File: config.mk
export PLATFORM = sky130hd
export DESIGN_NAME = boot_ram_arbiter_flat
export DESIGN_NICKNAME = d
export VERILOG_FILES = /design/src/rtl/boot_ram_pkg.sv /design/src/rtl/boot_ram_arbiter_if.sv /design/src/rtl/boot_ram_grant.sv /design/src/rtl/boot_ram_arbiter.sv /design/src/flat_wrapper.sv
export SDC_FILE = /design/constraint.sdc
export NUM_CORES = 1
export LEC_CHECK = 0
export ABC_AREA = 1
export CORE_ASPECT_RATIO = 1.5
export CORE_MARGIN = 3
export CORE_UTILIZATION = 26
export CTS_CLUSTER_SIZE = 24
export DETAILED_ROUTE_END_ITERATION = 10
export GPL_TIMING_DRIVEN = 0
export PLACE_DENSITY = 0.95
export SKIP_CTS_REPAIR_TIMING = 1
export SLEW_MARGIN = 10
export SYNTH_ARGS = -nofsm -noshare
export SYNTH_HDL_FRONTEND = slang
export SYNTH_SLANG_ARGS = --single-unit
File: constraint.sdc
create_clock -name clk -period 1.8 [get_ports clk]
set_input_delay 0.27 -clock clk [delete_from_list [all_inputs] [get_ports clk]]
set_output_delay 0.27 -clock clk [all_outputs]
set_load 0.03 [all_outputs]
File: src/rtl/boot_ram_pkg.sv
// Shared types and constants for the boot/code RAM arbiter.
// Latency: n/a (declarations only).
// Backpressure: n/a.
package boot_ram_pkg;

  localparam int RAM_LANES = 4;
  localparam int LANE_W    = 8;
  localparam int WORD_AW   = 11;
  localparam int DW        = RAM_LANES * LANE_W;

  // Byte addresses below this are boot code and can be write-locked.
  localparam logic [WORD_AW+1:0] PROT_LIMIT_DEF = 13'h0900;
  localparam int                 MAX_WAIT_DEF   = 4;

  // Which requester the access in flight belongs to.
  typedef enum logic [1:0] {
    OWN_NONE,
    OWN_I,
    OWN_D
  } owner_t;

endpackage

File: src/rtl/boot_ram_arbiter_if.sv
// CPU-side bus of the boot RAM arbiter: fetch port (I) and data port (D).
// Latency: responses (rvalid) follow an accepted request by one cycle.
// Backpressure: ready per port; no response backpressure.
// Ports: I = valid/ready/addr, rvalid/rdata; D = valid/ready/we/addr/wstrb/wdata,
// rvalid/rdata/err. master = CPU side, slave = arbiter side.
interface boot_ram_arbiter_if #(
  parameter int AW = 13
);
  logic          i_valid;
  logic          i_ready;
  logic [AW-1:0] i_addr;
  logic          i_rvalid;
  logic [31:0]   i_rdata;

  logic          d_valid;
  logic          d_ready;
  logic          d_we;
  logic [AW-1:0] d_addr;
  logic [3:0]    d_wstrb;
  logic [31:0]   d_wdata;
  logic          d_rvalid;
  logic [31:0]   d_rdata;
  logic          d_err;

  modport master (
    output i_valid, i_addr, d_valid, d_we, d_addr, d_wstrb, d_wdata,
    input  i_ready, i_rvalid, i_rdata, d_ready, d_rvalid, d_rdata, d_err
  );

  modport slave (
    input  i_valid, i_addr, d_valid, d_we, d_addr, d_wstrb, d_wdata,
    output i_ready, i_rvalid, i_rdata, d_ready, d_rvalid, d_rdata, d_err
  );
endinterface

File: src/rtl/boot_ram_grant.sv
// Single-winner grant between I and D with an I starvation counter.
// Latency: grant is combinational in the request cycle.
// Backpressure: the loser sees no grant and must hold its request.
// Ports: clk, reset, i_valid/d_valid in; i_grant/d_grant out.
module boot_ram_grant #(
  parameter int MAX_WAIT = 4
) (
  input  logic clk,
  input  logic reset,
  input  logic i_valid,
  input  logic d_valid,
  output logic i_grant,
  output logic d_grant
);

  localparam int            WW   = $clog2(MAX_WAIT + 1);
  localparam logic [WW-1:0] WMAX = WW'(MAX_WAIT);

  // Consecutive cycles I has been valid and lost to D.
  logic [WW-1:0] wait_cnt;

  // D has priority; once I has lost MAX_WAIT times in a row it is forced through.
  always_comb begin
    i_grant = 1'b0;
    d_grant = 1'b0;
    if (!reset) begin
      if (i_valid && d_valid) begin
        if (wait_cnt == WMAX) i_grant = 1'b1;
        else                  d_grant = 1'b1;
      end else if (i_valid) begin
        i_grant = 1'b1;
      end else if (d_valid) begin
        d_grant = 1'b1;
      end
    end
  end

  always_ff @(posedge clk) begin
    if (reset) begin
      wait_cnt <= '0;
    end else if (i_valid && !i_grant) begin
      if (wait_cnt != WMAX) wait_cnt <= wait_cnt + 1'b1;
    end else begin
      wait_cnt <= '0;
    end
  end

endmodule

File: src/rtl/boot_ram_arbiter.sv
// Shares the 4-lane boot/code RAM between CPU fetch (I) and data (D) ports,
// with write protection of the boot-code region.
// Latency: request issued to RAM in the accept cycle; response one cycle later.
// Backpressure: one access per cycle, loser's ready is low; responses cannot be stalled.
// Ports: clk, reset, wp_lock; bus (slave modport); ram_ce/oce/reset/wre/ad/din out, ram_dout in.
module boot_ram_arbiter
  import boot_ram_pkg::*;
#(
  parameter int            AW         = WORD_AW + 2,
  parameter logic [AW-1:0] PROT_LIMIT = AW'(PROT_LIMIT_DEF),
  parameter int            MAX_WAIT   = MAX_WAIT_DEF
) (
  input  logic                 clk,
  input  logic                 reset,
  input  logic                 wp_lock,
  boot_ram_arbiter_if.slave    bus,
  output logic                 ram_ce,
  output logic                 ram_oce,
  output logic                 ram_reset,
  output logic [RAM_LANES-1:0] ram_wre,
  output logic [AW-3:0]        ram_ad,
  output logic [DW-1:0]        ram_din,
  input  logic [DW-1:0]        ram_dout
);

  logic          i_grant;
  logic          d_grant;
  logic          d_blocked;
  logic [AW-3:0] ad_hold;
  owner_t        owner_q;
  logic          d_wr_q;
  logic          d_blk_q;
  logic          unused_ok;

  // Fetch addresses are word aligned; the low bits carry no information.
  assign unused_ok = ^bus.i_addr[1:0];

  boot_ram_grant #(
    .MAX_WAIT (MAX_WAIT)
  ) u_grant (
    .clk     (clk),
    .reset   (reset),
    .i_valid (bus.i_valid),
    .d_valid (bus.d_valid),
    .i_grant (i_grant),
    .d_grant (d_grant)
  );

  assign bus.i_ready = i_grant;
  assign bus.d_ready = d_grant;

  // Blocked writes still go through the pipeline so the requester gets an ack.
  assign d_blocked = bus.d_we && wp_lock && (bus.d_addr < PROT_LIMIT);

  assign ram_ce    = i_grant | d_grant;
  assign ram_oce   = 1'b1;
  assign ram_reset = reset;
  assign ram_din   = bus.d_wdata;
  assign ram_wre   = (d_grant && bus.d_we && !d_blocked) ? bus.d_wstrb : '0;

  // Keep the address stable when idle so the RAM output does not move.
  always_comb begin
    ram_ad = ad_hold;
    if (d_grant)      ram_ad = bus.d_addr[AW-1:2];
    else if (i_grant) ram_ad = bus.i_addr[AW-1:2];
  end

  always_ff @(posedge clk) begin
    if (reset) begin
      owner_q <= OWN_NONE;
      d_wr_q  <= 1'b0;
      d_blk_q <= 1'b0;
      ad_hold <= '0;
    end else begin
      ad_hold <= ram_ad;
      d_wr_q  <= bus.d_we;
      d_blk_q <= d_blocked;
      if (d_grant)      owner_q <= OWN_D;
      else if (i_grant) owner_q <= OWN_I;
      else              owner_q <= OWN_NONE;
    end
  end

  assign bus.i_rvalid = (owner_q == OWN_I);
  assign bus.i_rdata  = bus.i_rvalid ? ram_dout : '0;
  assign bus.d_rvalid = (owner_q == OWN_D);
  assign bus.d_rdata  = (bus.d_rvalid && !d_wr_q) ? ram_dout : '0;
  assign bus.d_err    = bus.d_rvalid && d_wr_q && d_blk_q;

endmodule
File: src/flat_wrapper.sv
// flat-port wrapper written by rule: the top's interface ports become plain ports
module boot_ram_arbiter_flat import boot_ram_pkg::*;
#(
  parameter int            AW         = WORD_AW + 2,
  parameter logic [AW-1:0] PROT_LIMIT = AW'(PROT_LIMIT_DEF),
  parameter int            MAX_WAIT   = MAX_WAIT_DEF
)
  (clk, reset, wp_lock, ram_ce, ram_oce, ram_reset, ram_wre, ram_ad, ram_din, ram_dout, bus_i_valid, bus_i_addr, bus_d_valid, bus_d_we, bus_d_addr, bus_d_wstrb, bus_d_wdata, bus_i_ready, bus_i_rvalid, bus_i_rdata, bus_d_ready, bus_d_rvalid, bus_d_rdata, bus_d_err);
  boot_ram_arbiter_if #(.AW(AW)) bus_i ();
  input  logic clk;
  input  logic reset;
  input  logic wp_lock;
  output logic ram_ce;
  output logic ram_oce;
  output logic ram_reset;
  output logic [RAM_LANES-1:0] ram_wre;
  output logic [AW-3:0] ram_ad;
  output logic [DW-1:0] ram_din;
  input  logic [DW-1:0] ram_dout;
  input wire logic [$bits(bus_i.i_valid)-1:0] bus_i_valid;
  input wire logic [$bits(bus_i.i_addr)-1:0] bus_i_addr;
  input wire logic [$bits(bus_i.d_valid)-1:0] bus_d_valid;
  input wire logic [$bits(bus_i.d_we)-1:0] bus_d_we;
  input wire logic [$bits(bus_i.d_addr)-1:0] bus_d_addr;
  input wire logic [$bits(bus_i.d_wstrb)-1:0] bus_d_wstrb;
  input wire logic [$bits(bus_i.d_wdata)-1:0] bus_d_wdata;
  output wire logic [$bits(bus_i.i_ready)-1:0] bus_i_ready;
  output wire logic [$bits(bus_i.i_rvalid)-1:0] bus_i_rvalid;
  output wire logic [$bits(bus_i.i_rdata)-1:0] bus_i_rdata;
  output wire logic [$bits(bus_i.d_ready)-1:0] bus_d_ready;
  output wire logic [$bits(bus_i.d_rvalid)-1:0] bus_d_rvalid;
  output wire logic [$bits(bus_i.d_rdata)-1:0] bus_d_rdata;
  output wire logic [$bits(bus_i.d_err)-1:0] bus_d_err;
  assign bus_i.i_valid = bus_i_valid;
  assign bus_i.i_addr = bus_i_addr;
  assign bus_i.d_valid = bus_d_valid;
  assign bus_i.d_we = bus_d_we;
  assign bus_i.d_addr = bus_d_addr;
  assign bus_i.d_wstrb = bus_d_wstrb;
  assign bus_i.d_wdata = bus_d_wdata;
  assign bus_i_ready = bus_i.i_ready;
  assign bus_i_rvalid = bus_i.i_rvalid;
  assign bus_i_rdata = bus_i.i_rdata;
  assign bus_d_ready = bus_i.d_ready;
  assign bus_d_rvalid = bus_i.d_rvalid;
  assign bus_d_rdata = bus_i.d_rdata;
  assign bus_d_err = bus_i.d_err;
  boot_ram_arbiter #(.AW(AW), .PROT_LIMIT(PROT_LIMIT), .MAX_WAIT(MAX_WAIT)) u_core (.clk(clk), .reset(reset), .wp_lock(wp_lock), .bus(bus_i), .ram_ce(ram_ce), .ram_oce(ram_oce), .ram_reset(ram_reset), .ram_wre(ram_wre), .ram_ad(ram_ad), .ram_din(ram_din), .ram_dout(ram_dout));
endmodule
==> results of run 1 <==
cells by family after synthesis:
family                   Yosys count  share of synthesized area
flip-flops                        18                      0.215
adder cells (fa/ha/maj)            2                     0.0149
XOR/XNOR                           1                    0.00523
AO/OA/AOI/OAI                      1                    0.00299
AND/OR/NAND/NOR                  158                      0.399
buffers and inverters            120                      0.360
other                              1                    0.00224
report_power, final:
group	internal, mW	total (mW)	switching [mW]
clock network	0.149	0.284	0.135
registers	0.424	0.435	0.0103
logic	0.456	1.02	0.567
metal layers:
layer  part of all wire  global-route usage  vias to the layer above  wire length, um
met2               0.51               0.382                      176             4610
met1               0.28               0.159                     1103             2510
met5             0.0030                   0                        -               27
met3               0.17               0.150                       24             1560
met4              0.029              0.0349                        4              257
li1                   -                   -                     1208                -
worst reg2reg max path, delay by kind of cell, from the launching register on:
| kind | cells | cell delay [ns] |
|---|---|---|
| DFF | 1 | 0.34 |
| buffers and inverters | 4 | 0.37 |
| adders and majority gates | 1 | 0.15 |
| and+or+nand+nor | 7 | 0.51 |
layout make-up:
| class | count | area, um^2 | area share |
|---|---|---|---|
| inverters | 73 | 282 | 0.0759 |
| plain buffers | 47 | 360 | 0.0972 |
| well taps | 74 | 92.6 | 0.0250 |
| flip-flops and latches | 18 | 363 | 0.0979 |
| clock buffers | 3 | 41.3 | 0.0111 |
| multi-input cells | 163 | 915 | 0.247 |
| repair buffers | 191 | 1650 | 0.446 |
worst paths after layout:
path | to | cells after the start | from | slack, ns
worst max register to register | u_core.ad_hold[4] | 12 | u_core.u_grant.wait_cnt[1] | 0.29
worst max-delay path | ram_ad[6] | 12 | u_core.u_grant.wait_cnt[1] | -0.15
worst min register to register | u_core.u_grant.wait_cnt[0] | 1 | u_core.u_grant.wait_cnt[0] | 0.44
worst min-delay path | u_core.ad_hold[10] | 2 | reset | 0.30
sequential cells by signal, indices dropped and copies added, names as in the netlist:
signal	flops
u_core.ad_hold	11
u_core.u_grant.wait_cnt	3
u_core.owner_q	2
u_core.d_blk_q	1
u_core.d_wr_q	1
cells in the final DEF, fill, tap and decap left out:
cell              n
and3_1            1
buf_2            15
buf_4            43
buf_6            17
buf_8             4
clkbuf_1          1
clkbuf_16         1
clkbuf_2         48
clkbuf_4          7
clkbuf_8          3
clkdlybuf4s50_1  93
conb_1            1
dfxtp_1          16
dfxtp_2           2
dlymetal6s2s_1    9
ha_1              1
ha_4              1
inv_1            59
inv_2            13
inv_8             1
nand2_1          17
nand2_2          17
nand2_4           8
nand2_8           3
nand3_1          17
nand3_2           6
nand3_4           1
nand4_1           2
nor2_1           78
nor2_2            4
nor2_4            3
nor4_1            1
o21ai_0           1
xor2_1            1
==> flow_summary.html, run 1 <==
<table>
<tr><th>Metric</th><th>Value</th></tr>
<tr><th colspan="2">Clock network</th></tr>
<tr><td>Maximum buffer depth of the clock tree</td><td>2</td></tr>
<tr><td>Clk Latency, worst-skew pair</td><td>around 0.26 ns</td></tr>
<tr><td>CTS clk-pin slew, worst paths</td><td>around 0.07 ns</td></tr>
<tr><td>Clock sinks</td><td>18</td></tr>
<tr><td>Number of CTS-inserted buffers</td><td>3</td></tr>
<tr><td>TritonCTS clock tree</td><td>built</td></tr>
<tr><td>CTS H-Tree Depth</td><td>1</td></tr>
<tr><td>Library cell used as clock root buffer</td><td>clkbuf_8</td></tr>
<tr><th colspan="2">Global routing</th></tr>
<tr><td>Pin count of the biggest net entering global routing</td><td>11</td></tr>
<tr><td>First-pass GRT wire length</td><td>11800 um</td></tr>
<tr><td>Via count of the first global-routing pass</td><td>approximately 2400</td></tr>
<tr><td>Combined global-route utilization of all metal layers</td><td>0.201</td></tr>
<tr><td>Number of antenna violations at the first check in global routing</td><td>2</td></tr>
<tr><td>Leftover overflow at the end of global routing</td><td>0</td></tr>
<tr><th colspan="2">Critical path</th></tr>
<tr><td>Library cell contributing the largest single delay on the critical path</td><td>dfxtp_2</td></tr>
<tr><td>Critical path fanouts, max</td><td>6</td></tr>
<tr><td>Bufs and invs on worst path</td><td>5</td></tr>
<tr><td>CP dominant cell by count</td><td>nand2_8</td></tr>
<tr><td>Startpoint-to-endpoint class of the critical path</td><td>reg2out</td></tr>
<tr><td>Worst Path Arrival</td><td>1.68 ns</td></tr>
<tr><td>Crit end category</td><td>primary output</td></tr>
<tr><td>Type of element launching the critical path</td><td>flop</td></tr>
<tr><td>Highest cell delay on the worst timing path</td><td>approximately 0.34 ns</td></tr>
<tr><td>Critical Path RT</td><td>1.53 ns</td></tr>
<tr><td>Critical-path cell list</td><td>inv_2, ha_4, nand2_4, nand2_8, nand2_8, nand2_8, inv_8, buf_4, nand2_1, nand2_1, inv_1, buf_2</td></tr>
<tr><td>CP delay by family, top</td><td>simple AND/OR/NAND/NOR gates</td></tr>
<tr><th colspan="2">Yosys</th></tr>
<tr><td>Post-synthesis cell type with the largest combined area</td><td>dfxtp_1</td></tr>
<tr><td>Most used flip-flop cell after synthesis</td><td>dfxtp_1</td></tr>
<tr><td>Top cells by area in the synthesized netlist</td><td>dfxtp_1, nor2_1, buf_4, inv_1, nand2_1</td></tr>
<tr><td>Synthesis warning total</td><td>0</td></tr>
<tr><td>Share of the synthesized area in the top cell type</td><td>0.215</td></tr>
<tr><td>Sequential cell area fraction in the yosys report</td><td>0.215</td></tr>
<tr><td>Post-synth design cell area</td><td>1670 um^2</td></tr>
<tr><td>EDFF count, synth</td><td>0</td></tr>
<tr><td>Count of distinct cell types in the synthesized netlist</td><td>20</td></tr>
<tr><td>Yosys reg bits</td><td>18</td></tr>
<tr><td>Number of nets in the synthesized netlist</td><td>403</td></tr>
<tr><td>Cell with the most instances after synthesis</td><td>nor2_1</td></tr>
<tr><td>Share of async-settable or async-resettable flops after synthesis</td><td>0</td></tr>
<tr><td>Average cell area after synthesis</td><td>about 5.6 um^2</td></tr>
<tr><td>Cell count after synthesis</td><td>between 300 and 400</td></tr>
<tr><td>Most frequent cells after synthesis</td><td>nor2_1, inv_1, nand2_1</td></tr>
<tr><th colspan="2">Timing</th></tr>
<tr><td>Achievable Freq</td><td>between 500 and 600 MHz</td></tr>
<tr><td>RSZ-0062 raised after global routing</td><td>true</td></tr>
<tr><td>Max Slew Vio Count</td><td>0</td></tr>
<tr><td>Least setup slack across all paths after layout</td><td>-0.151 ns</td></tr>
<tr><td>Final setup violating endpoints</td><td>14</td></tr>
<tr><td>Final-layout worst hold slack</td><td>0.295 ns</td></tr>
<tr><td>Post-layout minimum cycle time</td><td>slightly below 2 ns</td></tr>
<tr><td>Fin Setup TNS</td><td>-1.46 ns</td></tr>
<tr><td>Largest clock skew in the final design</td><td>approximately 0.0045 ns</td></tr>
<tr><td>Final worst path period share</td><td>1.08</td></tr>
<tr><td>Final count of hold timing violations</td><td>0</td></tr>
<tr><th colspan="2">Floorplan</th></tr>
<tr><td>Count of boundary I/O pins</td><td>around 220</td></tr>
<tr><td>Count of standard-cell rows</td><td>35</td></tr>
<tr><td>DIE AREA</td><td>~7500 um^2</td></tr>
<tr><td>Die Span X</td><td>around 72 um</td></tr>
<tr><td>Initial Util</td><td>0.271</td></tr>
<tr><td>Placeable core region</td><td>about 6000 um^2</td></tr>
<tr><td>Vertical extent of the die</td><td>between 100 and 150 um</td></tr>
<tr><th colspan="2">Power</th></tr>
<tr><td>Total design power</td><td>between 1.5 and 2 mW</td></tr>
<tr><td>Maximum ir drop on the vdd rail</td><td>between 0.4 and 0.5 mV</td></tr>
<tr><td>Total power per unit cell area</td><td>around 470 nW/um^2</td></tr>
<tr><td>Leak pwr</td><td>2.21 nW</td></tr>
<tr><th colspan="2">Place</th></tr>
<tr><td>Setup slack at placement</td><td>-0.633 ns</td></tr>
<tr><td>Dpl hpwl</td><td>about 7200 um</td></tr>
<tr><td>Dpl cells</td><td>about 560</td></tr>
<tr><td>Instance area at placement</td><td>between 3000 and 4000 um^2</td></tr>
<tr><td>Number of buffers added on ports</td><td>between 150 and 200</td></tr>
<tr><td>Final GP Congestion</td><td>~0.86</td></tr>
<tr><th colspan="2">Finish</th></tr>
<tr><td>Net count, final</td><td>599</td></tr>
<tr><td>Utilization after layout</td><td>0.600</td></tr>
<tr><td>Share of final-layout standard cells stronger than drive strength 1</td><td>0.398</td></tr>
<tr><td>Antenna Diode Count</td><td>0</td></tr>
<tr><td>Design Area, Final</td><td>about 3700 um^2</td></tr>
<tr><td>Final-layout fill cell count</td><td>between 500 and 600</td></tr>
<tr><td>Final std cells w/o fill</td><td>between 500 and 600</td></tr>
<tr><td>Layout Area Growth over Synthesis</td><td>121%</td></tr>
<tr><th colspan="2">Outcome</th></tr>
<tr><td>Violations in the final reports</td><td>setup timing</td></tr>
<tr><td>Status</td><td>finished with violations</td></tr>
<tr><th colspan="2">Route</th></tr>
<tr><td>DR WL/cell</td><td>approximately 16 um</td></tr>
<tr><td>Number of nets with antenna violations after detailed routing</td><td>0</td></tr>
<tr><td>Routed vias</td><td>approximately 2500</td></tr>
<tr><td>Mean number of vias per cell</td><td>4.42</td></tr>
<tr><td>Final wirelength</td><td>between 8000 and 9000 um</td></tr>
<tr><td>First-iteration detailed-routing DRC count</td><td>between 40 and 50</td></tr>
<tr><td>DR DRC count</td><td>0</td></tr>
<tr><td>First-pass iteration count of the detailed router</td><td>4</td></tr>
<tr><th colspan="2">Flow run</th></tr>
<tr><td>Max capacitance violation total</td><td>0</td></tr>
<tr><th colspan="2">Min path</th></tr>
<tr><td>Classification of the worst-slack hold path</td><td>in2reg</td></tr>
</table>
No activity file was read; power rests on OpenSTA's default activity.
==> run 2, diff against run 1 <==
- CTS_BUF_LIST: default -> sky130_fd_sc_hd__clkbuf_8
==> results of run 2 <==
The final DEF is identical to that of run 1; final timing and power are the same.
